[src/rtl/registradores_param.sv]
// Parameterised register file with per-register busy bits and a sequential
// clear engine. Optional macro REGFILE_BYPASS_EN forwards same-cycle writes to the read ports.
module registradores_param #(
    parameter int DATA_W   = 16,
    parameter int ADDR_W   = 3,
    parameter int ZERO_REG = 1
) (
    input  logic              clk,
    input  logic              reset,
    input  logic              regWrite,
    input  logic [ADDR_W-1:0] writeReg,
    input  logic [DATA_W-1:0] writeData,
    input  logic [ADDR_W-1:0] readReg1,
    input  logic [ADDR_W-1:0] readReg2,
    output logic [DATA_W-1:0] readData1,
    output logic [DATA_W-1:0] readData2,
    input  logic              issue,
    input  logic [ADDR_W-1:0] issueReg,
    output logic              busy1,
    output logic              busy2,
    input  logic              clear,
    output logic              clearBusy
);

    localparam int                DEPTH     = 1 << ADDR_W;
    localparam logic [ADDR_W-1:0] LAST_IDX  = ADDR_W'(DEPTH - 1);
    localparam bit                HARD_ZERO = (ZERO_REG == 1);

    typedef enum logic {
        S_IDLE  = 1'b0,
        S_CLEAR = 1'b1
    } state_t;

    state_t            r_state;
    state_t            w_state_nxt;
    logic [ADDR_W-1:0] r_cnt;
    logic [ADDR_W-1:0] w_cnt_nxt;
    logic [DATA_W-1:0] r_regs [DEPTH];
    logic [DEPTH-1:0]  r_busy;

    logic              w_idle;
    logic              w_wr_acc;
    logic              w_issue_acc;
    logic [DATA_W-1:0] w_rd1;
    logic [DATA_W-1:0] w_rd2;
    logic              w_bz1;
    logic              w_bz2;

    assign w_idle      = (r_state == S_IDLE);
    assign w_wr_acc    = regWrite && w_idle && !(HARD_ZERO && (writeReg == '0));
    assign w_issue_acc = issue    && w_idle && !(HARD_ZERO && (issueReg == '0));

    // NOTE: sequential state uses non-blocking assignments so every flop
    // samples pre-edge values regardless of block evaluation order.
    always_ff @(posedge clk) begin
        if (!reset) begin
            r_state <= S_IDLE;
            r_cnt   <= '0;
        end else begin
            r_state <= w_state_nxt;
            r_cnt   <= w_cnt_nxt;
        end
    end

    // NOTE: every output of a combinational block gets a default first so no
    // path leaves it unassigned, which would otherwise infer a latch.
    always_comb begin
        w_state_nxt = r_state;
        w_cnt_nxt   = r_cnt;
        case (r_state)
            S_IDLE: begin
                if (clear) begin
                    w_state_nxt = S_CLEAR;
                    w_cnt_nxt   = '0;
                end
            end
            S_CLEAR: begin
                // The counter wraps to zero on the final step, ready for the next clear.
                w_cnt_nxt = r_cnt + 1'b1;
                if (r_cnt == LAST_IDX) begin
                    w_state_nxt = S_IDLE;
                end
            end
            default: begin
                w_state_nxt = S_IDLE;
                w_cnt_nxt   = '0;
            end
        endcase
    end

    // NOTE: the storage array is reset explicitly because reset must leave
    // every register reading zero; this keeps it out of plain RAM macros.
    always_ff @(posedge clk) begin
        if (!reset) begin
            for (int i = 0; i < DEPTH; i++) begin
                r_regs[i] <= '0;
            end
        end else if (r_state == S_CLEAR) begin
            r_regs[r_cnt] <= '0;
        end else if (w_wr_acc) begin
            r_regs[writeReg] <= writeData;
        end
    end

    // Issue is assigned after the write clear so a same-edge set wins.
    always_ff @(posedge clk) begin
        if (!reset) begin
            r_busy <= '0;
        end else if (r_state == S_CLEAR) begin
            r_busy[r_cnt] <= 1'b0;
        end else begin
            if (w_wr_acc) begin
                r_busy[writeReg] <= 1'b0;
            end
            if (w_issue_acc) begin
                r_busy[issueReg] <= 1'b1;
            end
        end
    end

    always_comb begin
        w_rd1 = r_regs[readReg1];
        w_rd2 = r_regs[readReg2];
        w_bz1 = r_busy[readReg1];
        w_bz2 = r_busy[readReg2];
        if (HARD_ZERO && (readReg1 == '0)) begin
            w_rd1 = '0;
            w_bz1 = 1'b0;
        end
        if (HARD_ZERO && (readReg2 == '0)) begin
            w_rd2 = '0;
            w_bz2 = 1'b0;
        end
    end

`ifdef REGFILE_BYPASS_EN
    logic w_hit1;
    logic w_hit2;

    // w_wr_acc already excludes the hardwired register, so it never forwards.
    assign w_hit1    = w_wr_acc && (writeReg == readReg1);
    assign w_hit2    = w_wr_acc && (writeReg == readReg2);
    assign readData1 = w_hit1 ? writeData : w_rd1;
    assign readData2 = w_hit2 ? writeData : w_rd2;
    assign busy1     = w_hit1 ? 1'b0 : w_bz1;
    assign busy2     = w_hit2 ? 1'b0 : w_bz2;
`else
    assign readData1 = w_rd1;
    assign readData2 = w_rd2;
    assign busy1     = w_bz1;
    assign busy2     = w_bz2;
`endif

    assign clearBusy = (r_state == S_CLEAR);

endmodule

[config.mk]
export PLATFORM = sky130hd
export DESIGN_NAME = registradores_param
export DESIGN_NICKNAME = d
export VERILOG_FILES = /design/src/rtl/registradores_param.sv
export SDC_FILE = /design/constraint.sdc
export NUM_CORES = 1
export LEC_CHECK = 0
export CORE_MARGIN = 3
export CORE_UTILIZATION = 55
export DETAILED_ROUTE_END_ITERATION = 12
export GPL_TIMING_DRIVEN = 0
export HOLD_SLACK_MARGIN = 0.05
export PLACE_DENSITY = 0.86
export SYNTH_ARGS = -nofsm -noshare
export SYNTH_HDL_FRONTEND = slang
export SYNTH_SLANG_ARGS = --single-unit
[constraint.sdc]
create_clock -name clk -period 3.7 [get_ports clk]
set_clock_uncertainty 0.05 [all_clocks]
set_input_delay 0.555 -clock clk [delete_from_list [all_inputs] [get_ports clk]]
set_output_delay 0.555 -clock clk [all_outputs]
set_load 0.005 [all_outputs]
==> results of run 1 <==
power breakdown:
| part | total (uW) | internal (uW) | switching (uW) |
|---|---|---|---|
| clock | 1700 | 1050 | 642 |
| sequential | 1870 | 1810 | 51.3 |
| combinational | 618 | 271 | 346 |
cell families after synthesis:
logic type | Yosys count | share of synthesized area
AOI/OAI and AO/OA | 190 | 0.158
adders and majority gates | 2 | 0.00314
buffers and inverters | 63 | 0.0379
DFF | 140 | 0.513
muxes | 99 | 0.131
other | 1 | 0.000471
and+or+nand+nor | 201 | 0.156
cell usage in the layout (no fill, tap or decap), drive strengths merged, types with 10 or more instances in the layout:
| master | count |
|---|---|
| edfxtp | 128 |
| and2 | 112 |
| mux2i | 91 |
| clkdlybuf4s50 | 62 |
| buf | 45 |
| clkbuf | 43 |
| nor2b | 38 |
| o21ai | 38 |
| a21oi | 37 |
| o31ai | 32 |
| o22ai | 30 |
| a2bb2oi | 30 |
| conb | 16 |
| dfxtp | 12 |
| nand2 | 11 |
| nor2 | 10 |
final cells by class:
type | instances | area, um^2
clock inverter | 11 | 146
timing repair buffer | 73 | 748
sequential | 140 | 4080
tap | 180 | 225
fill | 993 | 4390
clock buffer | 20 | 437
multi-input combinational | 508 | 3660
buffer | 57 | 279
inverter | 6 | 22.5
registers in the layout, summed over array words and instances, names as in the netlist:
name,cells
clearBusy,1
r_busy,8
r_cnt,3
r_regs,128
critical path, delay by kind of cell:
family | cells | cell delay, ns
buf+inv | 4 | 1.78
compound gates | 2 | 0.42
simple gates | 1 | 0.27
final timing paths:
| path | endpoint | start | cells past startpoint | slack [ns] |
|---|---|---|---|---|
| max | readData2[11] | readReg2[0] | 7 | 0.06 |
| min | r_busy[0]$_SDFF_PN0_ | r_busy[0]$_SDFF_PN0_ | 2 | 0.41 |
| max reg2reg | r_regs[7][5]$_SDFFCE_PN0P_ | clearBusy$_SDFF_PN0_ | 5 | 1.46 |
| min reg2reg | r_busy[0]$_SDFF_PN0_ | r_busy[0]$_SDFF_PN0_ | 2 | 0.41 |
cells in the mapped netlist (2+ instances only):
cell,number,area [um^2]
edfxtp_1,128,3840
and2_1,112,701
mux2i_1,91,911
nor2b_1,38,238
o21ai_0,37,185
a21oi_1,35,175
o31ai_1,32,240
a2bb2oi_1,30,263
o22ai_1,30,188
buf_2,23,115
clkbuf_1,21,78.8
dfxtp_1,12,240
nand2_1,11,41.3
nor2_1,10,37.5
buf_4,9,67.6
inv_1,6,22.5
nand2b_1,6,37.5
o211ai_1,6,45.0
o221ai_1,6,52.6
nand4_1,5,31.3
a21boi_0,4,30.0
a22oi_1,4,30.0
mux2_2,4,45.0
mux4_2,4,90.1
nand4b_1,3,26.3
nor3b_1,3,22.5
a21oi_2,2,17.5
and3b_1,2,17.5
buf_1,2,7.51
clkbuf_2,2,10.0
ha_1,2,25.0
nand3_1,2,10.0
o32ai_1,2,17.5
per-stage QoR:
stage | setup TNS (ns) | cells
after floorplan | 0 | 711
after global placement | -8.46 | 953
after detailed placement | 0 | 964
after CTS | 0 | 995
after global routing | 0 | 995
final | 0 | 995
layer usage:
metal | up-vias | track usage
met1 | 3158 | 0.405
met5 | - | 0
met2 | 501 | 0.492
met4 | 2 | 0.113
li1 | 2835 | -
met3 | 77 | 0.0852
==> flow_summary.ini, run 1 <==
[critical_path]
max_stage_delay_ns = 0.53
cp.required_ns = 3.09
crit_chain = clkdlybuf4s50_1, buf_4, buf_1, nand2_1, o221ai_1, a22oi_1, clkdlybuf4s50_1
end_kind = output port
critPathKind = in2out
arrival_ns = 3.03
crit_top_cell = clkdlybuf4s50_1
crit_path_start_kind = input port
crit_path_top_delay_cell = clkdlybuf4s50_1
critPathMaxFanout = 10

[synth]
synth.avg_cell_area_um2 = 11.4
ys.flop_type = edfxtp_1
yosysSeqAreaShare = 0.513
yosysWarnings = 0
synth_cell_type_count = 45
synth_edf_count = 128
ys_ff_latch = 140
synthCells = 696
synth_area_um2 = 7960
async_reset_ff_frac = 0

[timing]
max_freq_ghz = 0.275
relSlewSlack = 0.534
drv_slew = 0
hold_viol = 0
setup_violations = 0
final.min_clock_period_ns = 3.64
setup_slack_ns = 0.0622
worst_slew_pin_slew_ns = 0.696
rsz0062_at_grt = no
fin_crit_sh = 0.983
fin_hold_ws_ns = 0.410

[clock_tree]
root_buffer = clkbuf_16
cts_max_path_buffers = 2
cts_tree = built
h-tree-depth = 4
path_clk_slew_ns = 0.05
clock_sinks = 140
clk_latency_ns = 0.41
hold_buffers = 0
cts_resized = 0
post_cts_buffers = 0
cts_inserted_buffers = 17

[route]
postRouteAntennaNets = 0
wl_met2_mm = 11.6
vias = 6573
wl_met3_mm = 3.07
wl_met1_mm = 9.25
viasPerCell = 6.61
drc = 0
firstDrtPassIters = 6
wl_mm = 24.7
drt_iter0_markers = 1131
wire_per_inst_um = 24.8
top_layer = met5

[final_layout]
layout-drive-gt1-share = 0.109
nNetsFinal = 838
antennaDiodeCount = 0
utilization = 0.686
syn2layout_area_growth_pct = 20.7
design_area_um2 = 9600

[pwr]
powerDensity_nw_per_um2 = 435
irDropWorstVdd_uv = 378
p_leak_uw = 0.00365
totalPowerFinal_uw = 4180

[place]
gp_congestion = 0.989
postPlaceCellArea_um2 = 9020
portBuffers = 62
dpl_worst_slack_ns = 0.154
dp_hpwl_mm = 17.5

[global_route]
track_usage = 0.308
grt_overflow = 0
grt_max_degree = 17
grt_pass1_vias = 6514
grt_pass1_wl_mm = 37.4
antenna_found_initial = 1

[worst_hold_path]
hold_path_class = reg2reg

[floorplanning]
die_w_um = 126
fp-row-count = 43
die_y_um = 126
io_pins = 68
coreArea_um2 = 14000
fp.dieArea_um2 = 15900
initial_utilization = 0.569

[outcome]
outcome = complete, no violations

[flow_run]
maxCapViolCount = 0
Note: power is estimated with default switching activity, not from simulation.
==> run 2: changes to the inputs <==
--- a/config.mk
+++ b/config.mk
@@ -5,6 +5,7 @@
 export SDC_FILE = /design/constraint.sdc
 export NUM_CORES = 1
 export LEC_CHECK = 0
+export CAP_MARGIN = 20
 export CORE_MARGIN = 3
 export CORE_UTILIZATION = 55
 export DETAILED_ROUTE_END_ITERATION = 12
@@ -14,3 +15,4 @@
 export SYNTH_ARGS = -nofsm -noshare
 export SYNTH_HDL_FRONTEND = slang
 export SYNTH_SLANG_ARGS = --single-unit
+export TNS_END_PERCENT = 10
==> run 2 against run 1 <==
Effect of this change:
- combinational power barely moved
- design area is 0.26% higher
- maximum frequency up 2.4%
- setup slack improved by 0.086 ns
- register-to-register slack barely moved
- hold slack better by 0.025 ns
- cell count did not move
- critical path depth did not move
- clock power up 4%
- critical endpoint is now readData2[3]
- highest routed layer is now met4
==> flow_summary.ini, run 2 (synthesis results as in run 1) <==
[final_layout]
regMostFlops = r_regs
antennaDiodeCount = 0
layout-drive-gt1-share = 0.110
fillCellCount = 976
reg_top3 = r_regs x128, r_busy x8, r_cnt x3
design_area_um2 = 9630
largest_register_ffs = 128
nNetsFinal = 838
final_cell_mix = edfxtp_1, and2_1, mux2i_1, clkdlybuf4s50_1, nor2b_1
layout_commonest_cell = edfxtp_1
syn2layout_area_growth_pct = 21.0

[timing]
setup_violations = 0
max_freq_ghz = 0.282
fin_hold_ws_ns = 0.435
fin_crit_sh = 0.960
relSlewSlack = 0.532
drv_slew = 0
fin_setup_tns_ns = 0
final.min_clock_period_ns = 3.55
rsz0062_at_grt = no
worst_slew_pin_slew_ns = 0.702
hold_viol = 0

[floorplanning]
coreArea_um2 = 14000
die_w_um = 126
die_y_um = 126
initial_utilization = 0.569
fp.dieArea_um2 = 15900
fp-row-count = 43
io_pins = 68

[critical_path]
critPathMaxFanout = 10
max_stage_delay_ns = 0.51
crit_top_cell = clkdlybuf4s50_1
cp.required_ns = 3.09
crit_family = buffers and inverters
arrival_ns = 2.95
crit_path_top_delay_cell = clkdlybuf4s50_1
crit_chain = clkdlybuf4s50_1, buf_4, or2_2, buf_2, o22ai_1, a2bb2oi_1, clkdlybuf4s50_1
crit_start = readReg2[0]
path_buf_inv = 4
r2r_start = clearBusy$_SDFF_PN0_
critPathKind = in2out
end_kind = output port
crit_path_start_kind = input port

[route]
drc = 0
postRouteAntennaNets = 0
viasPerCell = 6.77
firstDrtPassIters = 6
wl_mm = 25.2
drt_iter0_markers = 1143
wire_per_inst_um = 25.3
vias = 6734

[place]
gp_congestion = 0.989
postPlaceCellArea_um2 = 9020
portBuffers = 62
dp_hpwl_mm = 17.5

[global_route]
grt_pass1_wl_mm = 38.0
track_usage = 0.314
grt_overflow = 0
grt_max_degree = 17
antenna_found_initial = 0
grt_pass1_vias = 6583

[flow_run]
maxCapViolCount = 0

[clock_tree]
cts_max_path_buffers = 2
cts_inserted_buffers = 17
clk_latency_ns = 0.42
clock_sinks = 140
path_clk_slew_ns = 0.06
cts_tree = built
root_buffer = clkbuf_16
h-tree-depth = 4

[outcome]
outcome = complete, no violations

[worst_hold_path]
worstHoldStart = r_busy[0]$_SDFF_PN0_
hold_path_class = reg2reg

[pwr]
irDropWorstVdd_uv = 436
powerDensity_nw_per_um2 = 442
p_leak_uw = 0.00367
totalPowerFinal_uw = 4260
==> run 2: cell types whose count changed in the layout (fill, tap and decap cells not counted), sizes merged <==
cell      previous run  this run
clkinvlp             4         2
buf                 45        44
bufinv               3         4
clkbuf              43        44
clkinv               4         5
==> run 2: report_power, final <==
| part | internal, uW | switching [uW] |
|---|---|---|
| Clock | 1120 | 650 |
| Combinational | 272 | 349 |
| Sequential | 1810 | 51.4 |
| Total | 3210 | 1050 |
==> run 2: layer usage <==
metal / up-vias / track usage / wire (um)
met4: 0 / 0.114 / 792
met3: 94 / 0.0768 / 3240
met2: 546 / 0.508 / 12000
met5: - / 0 / 0
met1: 3254 / 0.414 / 9140
li1: 2840 / - / -
==> run 2: worst paths after layout <==
path / slack, ns / endpoint / cells past startpoint
setup / recovery: 0.15 / readData2[3] / 7
hold / removal: 0.43 / r_busy[0]$_SDFF_PN0_ / 2
setup reg to reg: 1.47 / r_regs[6][1]$_SDFFCE_PN0P_ / 5
hold reg to reg: 0.43 / r_busy[0]$_SDFF_PN0_ / 2
==> run 2: layout make-up <==
type / count / area (um^2) / area share
inverters: 6 / 22.5 / 0.00234
clock buffers: 20 / 437 / 0.0454
repair buffers: 73 / 748 / 0.0777
well taps: 180 / 225 / 0.0234
multi-input cells: 508 / 3660 / 0.380
clock inverters: 11 / 170 / 0.0177
flip-flops and latches: 140 / 4080 / 0.424
plain buffers: 57 / 280 / 0.0291
==> run 2: what timing repair did <==
item                                    4_1_cts  5_1_grt
hold buffers                                  0        0
resized for setup                             0        1
endpoints found under the setup margin        0        1
buffers inserted                              0        0
==> run 2: tightest hold or removal path, delay by kind of cell, from the launching register on <==
| family | cells | cell delay (ns) |
|---|---|---|
| buffers and inverters | 1 | 0.07 |
| AND/OR/NAND/NOR | 1 | 0.04 |
| flip-flops | 1 | 0.33 |
==> run 2: per-stage QoR <==
step	setup slack (ns)	utilization	std cells
finish	0.149	0.688	995
global route	0.0569	0.688	995
CTS	0.150	0.688	995
detailed placement	0.183	0.645	964
global placement	-0.270	0.633	953
floorplan	1.12	-	711
==> run 3: changes to the inputs <==
--- a/config.mk
+++ b/config.mk
@@ -8,6 +8,7 @@
 export CAP_MARGIN = 20
 export CORE_MARGIN = 3
 export CORE_UTILIZATION = 55
+export CTS_CLUSTER_SIZE = 25
 export DETAILED_ROUTE_END_ITERATION = 12
 export GPL_TIMING_DRIVEN = 0
 export HOLD_SLACK_MARGIN = 0.05
==> constraint.sdc (replaced) <==
create_clock -name clk -period 4.46 [get_ports clk]
set_clock_uncertainty 0.05 [all_clocks]
set_input_delay 0.669 -clock clk [delete_from_list [all_inputs] [get_ports clk]]
set_output_delay 0.669 -clock clk [all_outputs]
set_load 0.005 [all_outputs]
==> run 3 against run 2 <==
Effect of this change:
- first-iteration DRC count fell by 5.4%
- sequential cell count did not move
- die area did not move
- non-clock buffer count did not move
- sequential share of layout area barely moved
- combinational power fell by 17%
- count of clock-buffer cells in the layout did not move
- global-route usage did not move
- routed wire length fell by 0.39%
- sequential power fell by 17%
- register-to-register slack improved by 0.74 ns
- critical path depth did not move
- critical endpoint is now readData2[14]
- highest routed layer unchanged
==> flow_summary.ini, run 3 (synthesis results as in run 1) <==
[clock_tree]
path_clk_slew_ns = 0.05
clk_latency_ns = 0.42
post_cts_buffers = 0
cts_max_path_buffers = 2
cts_tree = built
clock_sinks = 140
root_buffer = clkbuf_16
cts_inserted_buffers = 17
h-tree-depth = 4
cts_resized = 0
hold_buffers = 0

[route]
wire_per_inst_um = 25.2
firstDrtPassIters = 6
postRouteAntennaNets = 0
wl_mm = 25.1
viasPerCell = 6.72
drt_iter0_markers = 1081
drc = 0
vias = 6685

[global_route]
track_usage = 0.314
grt_pass1_wl_mm = 38.0
antenna_found_initial = 0
grt_max_degree = 17
grt_overflow = 0
grt_pass1_vias = 6583

[timing]
rsz0062_at_grt = no
max_freq_ghz = 0.258
fin_setup_tns_ns = 0
hold_viol = 0
setup_violations = 0
drv_slew = 0
worst_slew_pin_slew_ns = 0.690
relSlewSlack = 0.540
fin_crit_sh = 0.868
final.min_clock_period_ns = 3.87

[floorplanning]
initial_utilization = 0.569
coreArea_um2 = 14000
fp.dieArea_um2 = 15900
io_pins = 68
die_w_um = 126
die_y_um = 126
fp-row-count = 43

[critical_path]
crit_path_start_kind = input port
end_kind = output port
cp.required_ns = 3.74
critPathKind = in2out
critPathMaxFanout = 10
crit_path_top_delay_cell = clkdlybuf4s50_1
crit_chain = clkdlybuf4s50_1, buf_4, buf_1, nand2_1, o221ai_1, a22oi_1, clkdlybuf4s50_1
max_stage_delay_ns = 0.54
arrival_ns = 3.15
crit_top_cell = clkdlybuf4s50_1

[pwr]
totalPowerFinal_uw = 3530
p_leak_uw = 0.00366
irDropWorstVdd_uv = 360
powerDensity_nw_per_um2 = 367

[final_layout]
layout_commonest_cell = edfxtp_1
nNetsFinal = 838
syn2layout_area_growth_pct = 21.0
largest_register_ffs = 128
reg_top3 = r_regs x128, r_busy x8, r_cnt x3
regMostFlops = r_regs
layout-drive-gt1-share = 0.109
multi_input_area_um2 = 3660
final_cell_mix = edfxtp_1, and2_1, mux2i_1, clkdlybuf4s50_1, nor2b_1
regArea_um2 = 4080
antennaDiodeCount = 0
fillCellCount = 977

[place]
portBuffers = 62
gp_congestion = 0.989
dp_hpwl_mm = 17.5

[worst_hold_path]
hold_path_class = reg2reg

[flow_run]
maxCapViolCount = 0

[outcome]
outcome = complete, no violations
[run 3: cell count changes in the layout (fill, tap and decap cells not counted), sizes merged]
cell,previous run,this run
buf,44,45
clkbuf,44,43
[run 3: cell type report]
type | instances | share of cell area
well taps | 180 | 0.0234
inverters | 6 | 0.00234
flip-flops and latches | 140 | 0.424
clock buffers | 20 | 0.0454
repair buffers | 73 | 0.0777
multi-input cells | 508 | 0.380
plain buffers | 57 | 0.0290
clock inverters | 11 | 0.0177
[run 3: final timing paths]
path | startpoint | to | slack [ns] | depth (start not counted)
worst max-delay path | readReg2[0] | readData2[14] | 0.59 | 7
worst min-delay path | r_busy[0]$_SDFF_PN0_ | r_busy[0]$_SDFF_PN0_ | 0.44 | 2
worst max register to register | r_cnt[2]$_SDFFE_PN0P_ | r_regs[4][12]$_SDFFCE_PN0P_ | 2.21 | 5
worst min register to register | r_busy[0]$_SDFF_PN0_ | r_busy[0]$_SDFF_PN0_ | 0.44 | 2
[run 3: worst max-delay path: cells and delay by family]
| kind | cells | cell delay, ns |
|---|---|---|
| AO/OA/AOI/OAI | 2 | 0.42 |
| buffers and inverters | 4 | 1.81 |
| AND/OR/NAND/NOR | 1 | 0.26 |
[run 3: through the flow]
stage	instances	utilization	hold WS (ns)	worst slack [ns]	area, um^2
2_1_floorplan	711	-	0.370	1.88	8010
3_3_place_gp	953	0.633	0.385	0.376	8860
3_5_place_dp	964	0.645	0.417	0.715	9020
4_1_cts	995	0.688	0.430	0.682	9620
5_1_grt	995	0.688	0.464	0.526	9620
6_report	995	0.688	0.438	0.588	9620
[run 3: layer usage]
metal,GRT usage,wire [um]
met5,0,0
met4,0.114,856
met3,0.0768,3310
met2,0.508,11800
met1,0.414,9050
[run 3: where the power goes]
group | internal [uW] | switching [uW] | total, uW
clock network | 932 | 540 | 1470
logic | 225 | 289 | 515
registers | 1510 | 42.5 | 1550
